===== src/rtl/vec_compare_sequencer.sv =====
// Walks a packed operand pair through a shared single-lane add/compare unit,
// one lane per cycle, and commits the sums and match flags together at the end.
module vec_compare_sequencer #(
  parameter int                LANES  = 4,
  parameter int                ELEM_W = 4,
  parameter logic [ELEM_W-1:0] TARGET = 4'hA
) (
  input  logic                    clk,
  input  logic                    rst,
  input  logic                    start,
  input  logic                    abort,
  input  logic [LANES*ELEM_W-1:0] vec_a,
  input  logic [LANES*ELEM_W-1:0] vec_b,
  output logic [ELEM_W-1:0]       cmp_a,
  output logic [ELEM_W-1:0]       cmp_b,
  input  logic [ELEM_W-1:0]       cmp_c,
  input  logic                    cmp_zero,
  output logic                    busy,
  output logic                    done,
  output logic                    result_valid,
  output logic [LANES*ELEM_W-1:0] sum_vec,
  output logic [LANES-1:0]        match_mask,
  output logic                    any_match,
  output logic                    all_match
);
  localparam int               IDX_W    = (LANES > 1) ? $clog2(LANES) : 1;
  localparam logic [IDX_W-1:0] LAST_IDX = IDX_W'(LANES - 1);

  typedef enum logic [1:0] {S_IDLE, S_RUN, S_DONE} state_t;

  state_t                  r_state;
  logic [IDX_W-1:0]        r_idx;
  logic [LANES*ELEM_W-1:0] r_op_a;
  logic [LANES*ELEM_W-1:0] r_op_b;
  logic [LANES*ELEM_W-1:0] r_work_sum;
  logic [LANES-1:0]        r_work_mask;
  logic [LANES*ELEM_W-1:0] r_sum;
  logic [LANES-1:0]        r_mask;
  logic                    r_busy;
  logic                    r_done;
  logic                    r_valid;

  logic [ELEM_W-1:0]       w_lane_a [LANES];
  logic [ELEM_W-1:0]       w_lane_b [LANES];
  logic [LANES*ELEM_W-1:0] w_sum_next;
  logic [LANES-1:0]        w_mask_next;

  // Working image with the current lane replaced by this cycle's unit result,
  // so the final lane can be committed in the same edge it is produced.
  genvar gi;
  generate
    for (gi = 0; gi < LANES; gi++) begin : g_lane
      assign w_lane_a[gi] = r_op_a[gi*ELEM_W +: ELEM_W];
      assign w_lane_b[gi] = r_op_b[gi*ELEM_W +: ELEM_W];
      assign w_sum_next[gi*ELEM_W +: ELEM_W] =
        (r_idx == IDX_W'(gi)) ? cmp_c : r_work_sum[gi*ELEM_W +: ELEM_W];
      assign w_mask_next[gi] = (r_idx == IDX_W'(gi)) ? cmp_zero : r_work_mask[gi];
    end
  endgenerate

  assign cmp_a        = r_busy ? w_lane_a[r_idx] : '0;
  assign cmp_b        = r_busy ? w_lane_b[r_idx] : '0;
  assign busy         = r_busy;
  assign done         = r_done;
  assign result_valid = r_valid;
  assign sum_vec      = r_sum;
  assign match_mask   = r_mask;
  assign any_match    = |r_mask;
  assign all_match    = &r_mask;

  always_ff @(posedge clk) begin
    if (rst) begin
      r_state     <= S_IDLE;
      r_idx       <= '0;
      r_op_a      <= '0;
      r_op_b      <= '0;
      r_work_sum  <= '0;
      r_work_mask <= '0;
      r_sum       <= '0;
      r_mask      <= '0;
      r_busy      <= 1'b0;
      r_done      <= 1'b0;
      r_valid     <= 1'b0;
    end else begin
      r_done <= 1'b0;
      case (r_state)
        S_IDLE: begin
          if (start && !abort) begin
            r_op_a      <= vec_a;
            r_op_b      <= vec_b;
            r_idx       <= '0;
            r_work_sum  <= '0;
            r_work_mask <= '0;
            r_valid     <= 1'b0;
            r_busy      <= 1'b1;
            r_state     <= S_RUN;
          end
        end
        S_RUN: begin
          if (abort) begin
            r_busy  <= 1'b0;
            r_state <= S_IDLE;
          end else begin
            r_work_sum  <= w_sum_next;
            r_work_mask <= w_mask_next;
            if (r_idx == LAST_IDX) begin
              r_sum   <= w_sum_next;
              r_mask  <= w_mask_next;
              r_valid <= 1'b1;
              r_done  <= 1'b1;
              r_busy  <= 1'b0;
              r_state <= S_DONE;
            end else begin
              r_idx <= r_idx + IDX_W'(1);
            end
          end
        end
        S_DONE:  r_state <= S_IDLE;
        default: r_state <= S_IDLE;
      endcase
    end
  end
endmodule

===== config.mk =====
export PLATFORM = sky130hd
export DESIGN_NAME = vec_compare_sequencer
export DESIGN_NICKNAME = d
export VERILOG_FILES = /design/src/rtl/vec_compare_sequencer.sv
export SDC_FILE = /design/constraint.sdc
export NUM_CORES = 1
export LEC_CHECK = 0
export CAP_MARGIN = 20
export CORE_MARGIN = 1
export CORE_UTILIZATION = 50
export CTS_BUF_LIST = sky130_fd_sc_hd__clkbuf_16
export CTS_CLUSTER_DIAMETER = 80
export DETAILED_ROUTE_END_ITERATION = 8
export PLACE_DENSITY = 0.79
export SLEW_MARGIN = 20
export SYNTH_ARGS = -nofsm -noshare
export SYNTH_HDL_FRONTEND = slang
export SYNTH_SLANG_ARGS = --single-unit

===== constraint.sdc =====
create_clock -name clk -period 4.55 [get_ports clk]
set_clock_uncertainty 0.05 [all_clocks]
set_input_delay 0.6825 -clock clk [delete_from_list [all_inputs] [get_ports clk]]
set_output_delay 0.6825 -clock clk [all_outputs]
set_load 0.01 [all_outputs]

**Yosys cells after proc, flatten, opt, wreduce, memory -nomap -nowiden**

Cells that the tools add are included.

- Multiply operators: 0
- Reduce and logical (&&, ||, !) cells: 15
- Shift operators: 0
- Bitwise logic cells: 3
- Equal/unequal tests: 9
- Muxes and demuxes: 39
- $lt $le $gt $ge: 1
- Add/sub/neg operators: 1
- Divide/modulo/power cells: 0

Operators by type and width:

| operator | count |
|---|---|
| 4-bit two-way mux | 12 |
| 16-bit two-way mux | 2 |
| 16-bit case mux with 2 select lines | 1 |
| 4-bit binary-select mux with 2-bit select | 2 |
| 2-bit two-way mux | 6 |
| 4-bit AND reduction | 3 |
| 1-bit two-way mux | 11 |
| 3-bit AND reduction | 3 |
| 2-bit != test, second input constant | 4 |
| 2-bit case mux with 2 select lines | 2 |
| 4-bit case mux with 2 select lines | 1 |
| 2-bit by 1-bit == test with 1-bit output, second input constant | 2 |
| 2-bit == test, second input constant | 2 |
| 2-bit zero test | 2 |
| 1-bit case mux with 2 select lines | 2 |
| 2-bit AND reduction | 2 |
| 4-bit OR reduction | 1 |
| 3-bit >= comparator, second input constant | 1 |
| 3-bit != test, second input constant | 1 |
| 2-bit NOT with 3-bit output | 1 |
| 3-bit OR reduction | 1 |
| 2-bit by 1-bit adder with 2-bit output, second input constant | 1 |
| 1-bit NOT | 2 |
| 2-bit nonzero test | 1 |
| 2 further kinds | 2 |

- Input bits: 41
- Output and inout port bits: 33
- Memories: 0
- Word-level logic and storage cells: 79
- Latch bits: 0
- Memory bits (writable): 0
- Memory bits (read-only): 0
- Bits in registers: 79

**Logic depth before layout (Yosys ltp)**

Gate-level depths: netlist of run 1.

- Depth after elaboration: 5
- Gate-level depth with buffers: 7
- Mapped depth without buffers: 5

**Worst setup path after synthesis of run 1**

No wires, ideal clock.

- Path kind: register to output
- Start point: register r_idx[0]
- End point: output port cmp_a[0]
- Setup slack: 2,487 ps
- Cell stages (with the launch flop): 4
- Arrival: 1,331 ps
- Required time: 3,818 ps
- Buffers on the path: 1
- Path through: dfxtp_1 -> buf_2 -> mux4_2 -> and2_1

- Cells in the longest elaborated chain, start to end: 5

RTL lines:

| what | RTL line | source |
|---|---|---|
| start: declaration | 32 | `logic [IDX_W-1:0] r_idx;` |
| start signal: assignment | 114 | `r_idx <= r_idx + IDX_W'(1);` |
| 2-bit NOT with 3-bit output (implied by the code) | 61 | `assign cmp_a = r_busy ? w_lane_a[r_idx] : '0;` |
| 4-bit binary-select mux with 2-bit select | 61 |  |
| 4-bit two-way mux (implied by the code) (2 in a row) | 61 |  |
| 4-bit two-way mux | 61 |  |
| end: declaration | 14 | `output logic [ELEM_W-1:0] cmp_a,` |

Every way passes these cells. The select of a mux whose other input is x is not followed.

**Final worst setup path of run 1**

- Start point: register r_idx[0]
- End point: output port cmp_b[3]

- Cells in the longest elaborated chain, start to end: 5

RTL lines:

| what | RTL line | source |
|---|---|---|
| 2-bit NOT with 3-bit output (implied by the code) | 62 | `assign cmp_b = r_busy ? w_lane_b[r_idx] : '0;` |
| 4-bit binary-select mux with 2-bit select | 62 |  |
| 4-bit two-way mux (implied by the code) (2 in a row) | 62 |  |
| 4-bit two-way mux | 62 |  |
| end: declaration | 15 | `output logic [ELEM_W-1:0] cmp_b,` |

Every way passes these cells. The select of a mux whose other input is x is not followed.

==> summary by stage, run 1 <==
Routing
The number of detailed-routing iterations run before antenna repair is 8. The number of violations reported at the end of detailed-routing iteration 0 is 135. Dividing the detail-routed wire length by the instance count gives 15.6 um. The routed design has 7650 um of wire. In the routed design, unresolved DRC markers number 6. The post-route antenna net violation count is 0.

The total via count after detailed routing is 2727. The number of vias per cell after detailed routing is 5.57.

Clock network
Clock-pin slew was measured on the worst setup and hold paths at 60 ps. The clock net in this run drives a total of 79 sinks. Gates resized during post-CTS repair numbered 0. The maximum root-to-sink buffer count is 2. The cts-stage hold buffer count is 0. At the later pin of the worst-skew pair, clock insertion delay measures 330 ps.

The tree is rooted in a sky130_fd_sc_hd__clkbuf_16. TritonCTS built the clock tree. The total setup buffers inserted after CTS is 0.

In this run the number of H-tree levels came out at 3. The number of clock buffers added by TritonCTS is 9.

Power and ir drop
The clock network accounts for 42.9% of the total power. The sequential cell fraction of total power is 49.1%. The share of total power consumed by net switching is 23.0%. The combinational power share is 8.0%. Power spread over the standard cell area amounts to 337 mW/mm2. The maximum vdd drop is 0.000224 V.

The net load switching power is 0.336 mW. The static power due to leakage is 1.53 nW. The internal power component is 1.13 mW.

Finish
The final instance area is 0.00434 mm2. The count of non-filler cells in the finished layout is 490. The number of fill cells in the layout is 521.

The total number of nets in the final design is 455. The number of antenna diodes is 0. In the final layout, the share of cells above drive strength 1 is 8.72%. The layout-stage area growth over the synthesis result is 27.3%.

STA
Headroom to the max-slew limit came out at 40.8%. The transition time at the pin with the least slew margin is 884 ps. The post-route worst setup slack is 1440 ps.

Timing would allow up to 321 MHz. Setup violations remaining at the end of the flow were counted as 0. In the final timing run, aggregate negative setup slack is 0 ps. The final critical-path share of the clock period is 68.4%. Setup repair after global routing left no endpoint under its margin. The max-slew violation count came to 0. The routed design could run at a clock period as short as 3110 ps.

The number of failing hold endpoints at the final stage was 0.

Synth
After Yosys synthesis, XOR and XNOR cells account for 0% of the synthesized area. The mapped netlist covers 0.00341 mm2. The synthesized netlist contains 32 unique library cells. The most frequently used cell type in the post-synthesis netlist is sky130_fd_sc_hd__dfxtp_1.

The total of warnings raised by yosys is 0. Counting flops with a built-in enable in the synthesized netlist gives 0. The synthesis-stage register bit count is 79. Measured against the total synthesized area, the mux share comes to 13.1%. The synthesized netlist devotes 15.7% of its cell area to compound gates. After synthesis, the mean cell area works out to 9.79 um2. In the synthesized netlist the async set-or-reset flop fraction comes to 0%. Summing the areas of all fa, ha and maj instances in the mapped netlist gives 1.84% of the synthesized area. The largest area contributor in the netlist is sky130_fd_sc_hd__dfxtp_1. The commonest cells after synthesis are sky130_fd_sc_hd__dfxtp_1, sky130_fd_sc_hd__nand2_1, sky130_fd_sc_hd__a21oi_1.

The simple-gate share of the synthesized area is 17.5%. The most used flip-flop cell after synthesis is sky130_fd_sc_hd__dfxtp_1. The synthesized netlist net count is 394. The share of the synthesized area in the top cell type is 46.4%. By area, the combinational part of the netlist is dominated by simple AND/OR/NAND/NOR gates. The instance count of the mapped netlist is 348. After synthesis, the cell types taking the most area are sky130_fd_sc_hd__dfxtp_1, sky130_fd_sc_hd__nand2_1, sky130_fd_sc_hd__mux2i_1, sky130_fd_sc_hd__mux4_2, sky130_fd_sc_hd__a22o_1. After synthesis, flip-flops and latches occupy 46.4% of the total area.

Floorplan
The starting density of the core is 52.8%. For this design the top-level I/O count stands at 74. The die is 84.6 um tall.

The site row count is 29. The die is 84.6 um wide. The floorplan step defined a core boundary enclosing 0.00646 mm2.

The die covers 0.00715 mm2.

GRT
Entering global routing, the biggest net connects 41 pins. The initial antenna violation count is 0. The global-route total usage across every layer is 22.3%. The number of global-route vias before repair is 2599.

The first-pass GRT wire length is 12500 um. The total overflow left after global routing is 0.

Critical path
The kind of critical path is reg2out. STA puts the critical path data required time at 3820 ps. In this run the worst setup path begins at r_idx[0]. The critical path ends at cmp_b[3]. The highest fanout seen on the critical path is 13. The type of destination of the critical path is an output pin. For this run, the slowest stage of the critical path takes 810 ps. The critical path crosses 3 cells after its start point. The endpoint identified for the worst register-to-register timing path is r_work_sum[1]. The slowest stage of the critical path is the sky130_fd_sc_hd__dfxtp_1 cell. The category of the worst setup path launch point is a flip-flop. The number of buffers and inverters on the critical path is 1.

Traced cell by cell, the critical path runs through mux4_2, and2_1, clkdlybuf4s50_1. For flop-to-flop paths, the worst setup slack is 2240 ps. The startpoint identified for the worst register-to-register timing path is r_idx[0].

The worst reg2reg path depth is 5. The worst path arrival time is 2380 ps. The cell type group with the largest total delay on the critical path is flip-flops.

Place
Buffers placed on the I/O ports in this run total 73. The detailed placement HPWL is 5160 um. At the placement stage, the worst setup path has a slack of 1770 ps.

Summing all placed instances gives a cell area of 0.00407 mm2. The last weighted congestion value of the routability-driven placer is 0.798. The number of placed instances, taps included, is 474.

Hold path
The worst hold path belongs to the class reg2reg. Along the worst hold path, the cell count comes to 2.

Run
The tool flagged a number of max-cap violations equal to 0.

Outcome
The checks that failed: design-rule violations. The run finished, with violations left.
power groups by stage:
stage | Sequential, mW | Clock (mW) | Combinational, mW
floorplan | 0.728 | 0 | 0.0704
finish | 0.719 | 0.627 | 0.117
global placement | 0.733 | 0 | 0.112
CTS | 0.719 | 0.627 | 0.115
global route | 0.721 | 0.665 | 0.126
detailed placement | 0.734 | 0 | 0.114
worst reg2reg max path, stage by stage, from the launching register on:
cell and delay (ps):
sky130_fd_sc_hd__dfxtp_1 810, sky130_fd_sc_hd__inv_1 200, sky130_fd_sc_hd__ha_1 390, sky130_fd_sc_hd__mux2_1 360, sky130_fd_sc_hd__a21oi_2 270, sky130_fd_sc_hd__a22o_1 170
cells in the final DEF (no fill, tap or decap), drive strengths merged:
cell type      netlist  layout
dfxtp               79      79
clkdlybuf4s50        0      72
nand2               64      64
a21oi               37      37
nor2                26      26
mux2i               21      21
a211oi              20      20
a22o                20      20
and2                12      12
clkbuf              12       9
mux4                 8       8
nor2b                8       8
ha                   5       5
mux2                 5       5
nand2b               4       4
clkinv               0       4
buf                 14       4
inv                  2       3
nor3                 2       2
or4                  1       1
and4                 1       1
and4bb               1       1
a21boi               1       1
nor4b                1       1
or4b                 1       1
nor3b                1       1
or3b                 1       1
nor4                 1       1
clkinvlp             0       1
layout make-up:
cell class | instances | area, um2 | area share [%]
Inverter | 2 | 7.51 | 0.173
Multi-Input combinational cell | 241 | 1640 | 37.9
Clock buffer | 9 | 225 | 5.19
Timing Repair Buffer | 76 | 756 | 17.4
Clock inverter | 6 | 30.0 | 0.692
Tap cell | 77 | 96.3 | 2.22
Sequential cell | 79 | 1580 | 36.4
registers in the layout, indices dropped and copies added, names as in the netlist:
register,count
busy,1
done,1
match_mask,4
r_idx,2
r_op_a,16
r_op_b,16
r_state,2
r_work_mask,4
r_work_sum,16
result_valid,1
sum_vec,16
layer usage:
layer  wire length (um)  track usage, %
met1               3530            29.3
met2               3510            35.6
met3                491            5.11
met4                119            9.24
met5                  0               0
worst min-delay path by stage:
| stage | endpoint | slack (ps) | from |
|---|---|---|---|
| after floorplan | r_op_a[10] | 380 | r_op_a[10] |
| after global placement | r_op_b[11] | 390 | r_op_b[11] |
| after detailed placement | r_op_a[10] | 400 | r_op_a[10] |
| after CTS | r_op_a[10] | 400 | r_op_a[10] |
| after global routing | r_op_a[15] | 430 | r_op_a[15] |
| final | r_op_a[10] | 400 | r_op_a[10] |
logic make-up after synthesis:
logic type | after synthesis
adder cells (fa/ha/maj) | 5
AND/OR/NAND/NOR | 124
flip-flops | 79
buffers and inverters | 28
AO/OA/AOI/OAI | 78
multiplexers | 34
per-stage QoR:
step	hold slack [ps]	utilization, %	total power, mW
finish	402	67.2	1.46
global route	426	67.2	1.51
CTS	405	67.0	1.46
detailed placement	397	63.0	0.848
global placement	391	63.0	0.845
floorplan	383	-	0.799
(Power assumes the default switching activity.)
==> run 2: changes to the inputs <==
--- a/config.mk
+++ b/config.mk
@@ -7,11 +7,11 @@
 export LEC_CHECK = 0
 export CAP_MARGIN = 20
 export CORE_MARGIN = 1
-export CORE_UTILIZATION = 50
+export CORE_UTILIZATION = 45
 export CTS_BUF_LIST = sky130_fd_sc_hd__clkbuf_16
 export CTS_CLUSTER_DIAMETER = 80
 export DETAILED_ROUTE_END_ITERATION = 8
-export PLACE_DENSITY = 0.79
+export PLACE_DENSITY = 0.75
 export SLEW_MARGIN = 20
 export SYNTH_ARGS = -nofsm -noshare
 export SYNTH_HDL_FRONTEND = slang
==> constraint.sdc (replaced) <==
create_clock -name clk -period 2.7 [get_ports clk]
set_clock_uncertainty 0.05 [all_clocks]
set_input_delay 0.405 -clock clk [delete_from_list [all_inputs] [get_ports clk]]
set_output_delay 0.405 -clock clk [all_outputs]
set_load 0.01 [all_outputs]
==> run 2 against run 1 <==
  * The run now ends clean
  * Non-clock buffer count rose by 3
  * Power grew 89%
  * Critical path depth is the same
  * Global-route usage is 1.5 points lower
  * Critical path type unchanged
  * Highest routed layer unchanged
==> summary by stage, run 2 (synthesis gave the netlist of run 1 again) <==
Critical path
The required arrival time at the worst endpoint came to 2250 ps (was 3820 ps). The kind of critical path was reg2out (unchanged). The slack of the worst reg-to-reg path came to 570 ps (was 2240 ps).

The terminus of the critical flop-to-flop path is r_work_mask[1] (was r_work_sum[1]). The worst path arrival time is 2060 ps (was 2380 ps). The cell with the largest stage delay on the worst path was sky130_fd_sc_hd__dfxtp_1 (unchanged).

The launch point of the worst reg-to-reg path is r_idx[1] (was r_idx[0]). The type of destination of the critical path is an output pin (unchanged). The buffer and inverter count on the worst path was 1 (unchanged).

The highest fanout seen on the critical path is 13 (unchanged). The category of the worst setup path launch point is a flip-flop (unchanged). The cell type group with the largest total delay on the critical path is flip-flops (unchanged).

The worst reg2reg path depth is 5 (unchanged). The delay of the slowest cell on the worst path is 710 ps (was 810 ps). Ordered list of cells on the worst path: mux4_2, and2_1, clkdlybuf4s50_1 (unchanged).

Power and ir drop
The maximum vdd drop is 0.000328 V (was 0.000224 V). The power density over the cells is 618 mW/mm2 (was 337 mW/mm2). The overall power was 2.76 mW (was 1.46 mW). The static power due to leakage was 1.57 nW (was 1.53 nW).

Run
The reported max-cap violation count is 0 (unchanged).

GRT
The first-pass GRT wire length is 12400 um (was 12500 um). The residual overflow from global routing is 0 (unchanged). The largest net degree at the start of global routing came to 49 (was 41). The number of global-route vias before repair is 2588 (was 2599). The initial antenna violation count is 0 (unchanged). The global-route total usage across every layer came to 20.8% (was 22.3%).

Routing
The routed length on met1 is 3600 um (was 3530 um). The number of detailed-routing iterations run before antenna repair is 5 (was 8). The met2 routed wirelength is 3650 um (was 3510 um). The remaining design rule violation count was 0 (was 6). The post-route antenna net violation count came to 0 (unchanged).

The number of vias per cell after detailed routing came to 5.23 (was 5.57). The wire length after detailed routing is 7650 um (about the same). The number of violations reported at the end of detailed-routing iteration 0 came to 107 (was 135).

The uppermost layer routed is met4 (unchanged). The total via count after detailed routing is 2693 (was 2727). The wire length per cell after detailed routing is 14.9 um (was 15.6 um).

The wire length on met3 is 313 um (was 491 um).

Floorplan
The chip height is 89.0 um (was 84.6 um). The width of the die is 89.0 um (was 84.6 um). The total I/O pin count is 74 (unchanged). The area of the core region is 0.00729 mm2 (was 0.00646 mm2).

The starting density of the core is 46.7% (was 52.8%). The full die area came to 0.00793 mm2 (was 0.00715 mm2). The site row count was 31 (was 29).

Finish
The share of the core filled with cells is 61.2% (was 67.2%). The area of the multi-input gates is 0.00164 mm2 (unchanged). The share of layout cells above drive strength 1 is 9.62% (was 8.72%).

The layout-stage area growth over the synthesis result is 30.9% (was 27.3%). The commonest non-fill, non-tap cell in the layout is sky130_fd_sc_hd__dfxtp_1 (unchanged). The total number of nets in the final design was 458 (was 455). The number of antenna diodes is 0 (unchanged).

Commonest non-fill, non-tap cells in the layout: sky130_fd_sc_hd__dfxtp_1, sky130_fd_sc_hd__clkdlybuf4s50_1, sky130_fd_sc_hd__nand2_1, sky130_fd_sc_hd__a21oi_1, sky130_fd_sc_hd__nor2_1 (unchanged). The number of fill cells in the layout is 636 (was 521). The sequential cell area is 0.00158 mm2 (unchanged).

The count of non-filler cells in the finished layout is 515 (was 490).

Hold path
The hold path depth came to 2 (unchanged). The worst hold path endpoint is r_op_b[0] (was r_op_a[10]). The hold path startpoint was r_op_b[0] (was r_op_a[10]). The kind of path behind the tightest hold check is reg2reg (unchanged).

STA
The final number of setup-violating endpoints was 0 (unchanged). The final critical-path share of the clock period is 93.2%. The worst-case headroom to the max-slew limit came to 41.2% (was 40.8%). The transition time at the pin with the least slew margin is 882 ps (was 884 ps).

The clock period minus final worst setup slack is 2520 ps. The number of failing hold endpoints at the final stage is 0 (unchanged). The total negative slack for setup checks is 0 ps (unchanged).

The max-slew violation count is 0 (unchanged). Setup repair after global routing missed its margin: false (unchanged). For this run, the top clock speed supported by timing is 397 MHz.

Clock network
The cts-stage hold buffer count is 0 (unchanged). The maximum level of the CTS H-tree is 3 (unchanged). The maximum root-to-sink buffer count is 2 (unchanged). The total setup buffers inserted after CTS is 0 (unchanged). The worst-skew pair later-pin latency is 330 ps (about the same). The CTS buffer count is 9 (unchanged).

The CTS tree is yes (unchanged). The clock-pin transition on the worst setup and hold timing paths is 50 ps (was 60 ps). The number of gates resized after CTS is 0 (unchanged). The clock root buffer master is sky130_fd_sc_hd__clkbuf_16 (unchanged). The clock sink count is 79 (unchanged).

Outcome
Outcome: completed (was complete, but fails checks).

Place
The detailed placement HPWL is 5120 um (was 5160 um). The quantity of I/O buffers inserted on ports was 73 (unchanged). The count of placed standard cells including taps is 500 (was 474). The last weighted congestion value of the routability-driven placer is 0.751 (was 0.798).
[run 2: cell types whose count changed in the layout (fill, tap and decap cells not counted), sizes merged]
cell / change
bufinv: +3
buf: +3
clkinv: -2
inv: -1
[run 2: layout make-up]
cell class	count	area share, %
clock buffer	9	5.05
clock inverter	6	2.47
inverter	2	0.168
multi-input combinational	241	36.8
sequential	79	35.4
tap	99	2.78
timing repair buffer	79	17.3
[run 2: metal layers]
| layer | GRT usage (%) | vias up |
|---|---|---|
| met5 | 0 | - |
| met3 | 4.99 | 6 |
| li1 | - | 1354 |
| met4 | 7.50 | 0 |
| met2 | 33.3 | 61 |
| met1 | 27.5 | 1272 |
[run 2: worst max-delay path by stage]
stage / startpoint / end / slack, ps / depth (start not counted)
after floorplan: r_idx[1] / r_work_sum[3] / 770 / 7
after global placement: r_idx[1] / cmp_b[1] / 570 / 3
after detailed placement: abort / match_mask[2] / 510 / 4
after CTS: r_idx[1] / cmp_b[1] / 170 / 3
after global routing: r_idx[1] / cmp_a[3] / 80 / 3
final: r_idx[1] / cmp_b[0] / 180 / 3
[run 2: power by group]
part | leakage [nW] | internal [mW] | total [mW] | switching, mW
Clock | 0.159 | 0.896 | 1.35 | 0.455
Combinational | 0.773 | 0.104 | 0.198 | 0.0947
Sequential | 0.640 | 1.19 | 1.21 | 0.0172
[run 2: worst register-to-register path, cell delays in order, from the launching register on]
cell	delay (ps)
sky130_fd_sc_hd__dfxtp_1	710
sky130_fd_sc_hd__inv_1	140
sky130_fd_sc_hd__ha_1	360
sky130_fd_sc_hd__mux2_1	370
sky130_fd_sc_hd__a21oi_2	270
sky130_fd_sc_hd__a22o_1	180
[run 2: per-stage QoR]
| stage | cell area [um2] | hold slack (ps) | worst slack, ps |
|---|---|---|---|
| after global placement | 4130 | 391 | 567 |
| after detailed placement | 4130 | 395 | 511 |
| after floorplan | 3410 | 383 | 770 |
| final | 4460 | 401 | 183 |
| after CTS | 4460 | 402 | 173 |
| after global routing | 4460 | 424 | 83.2 |
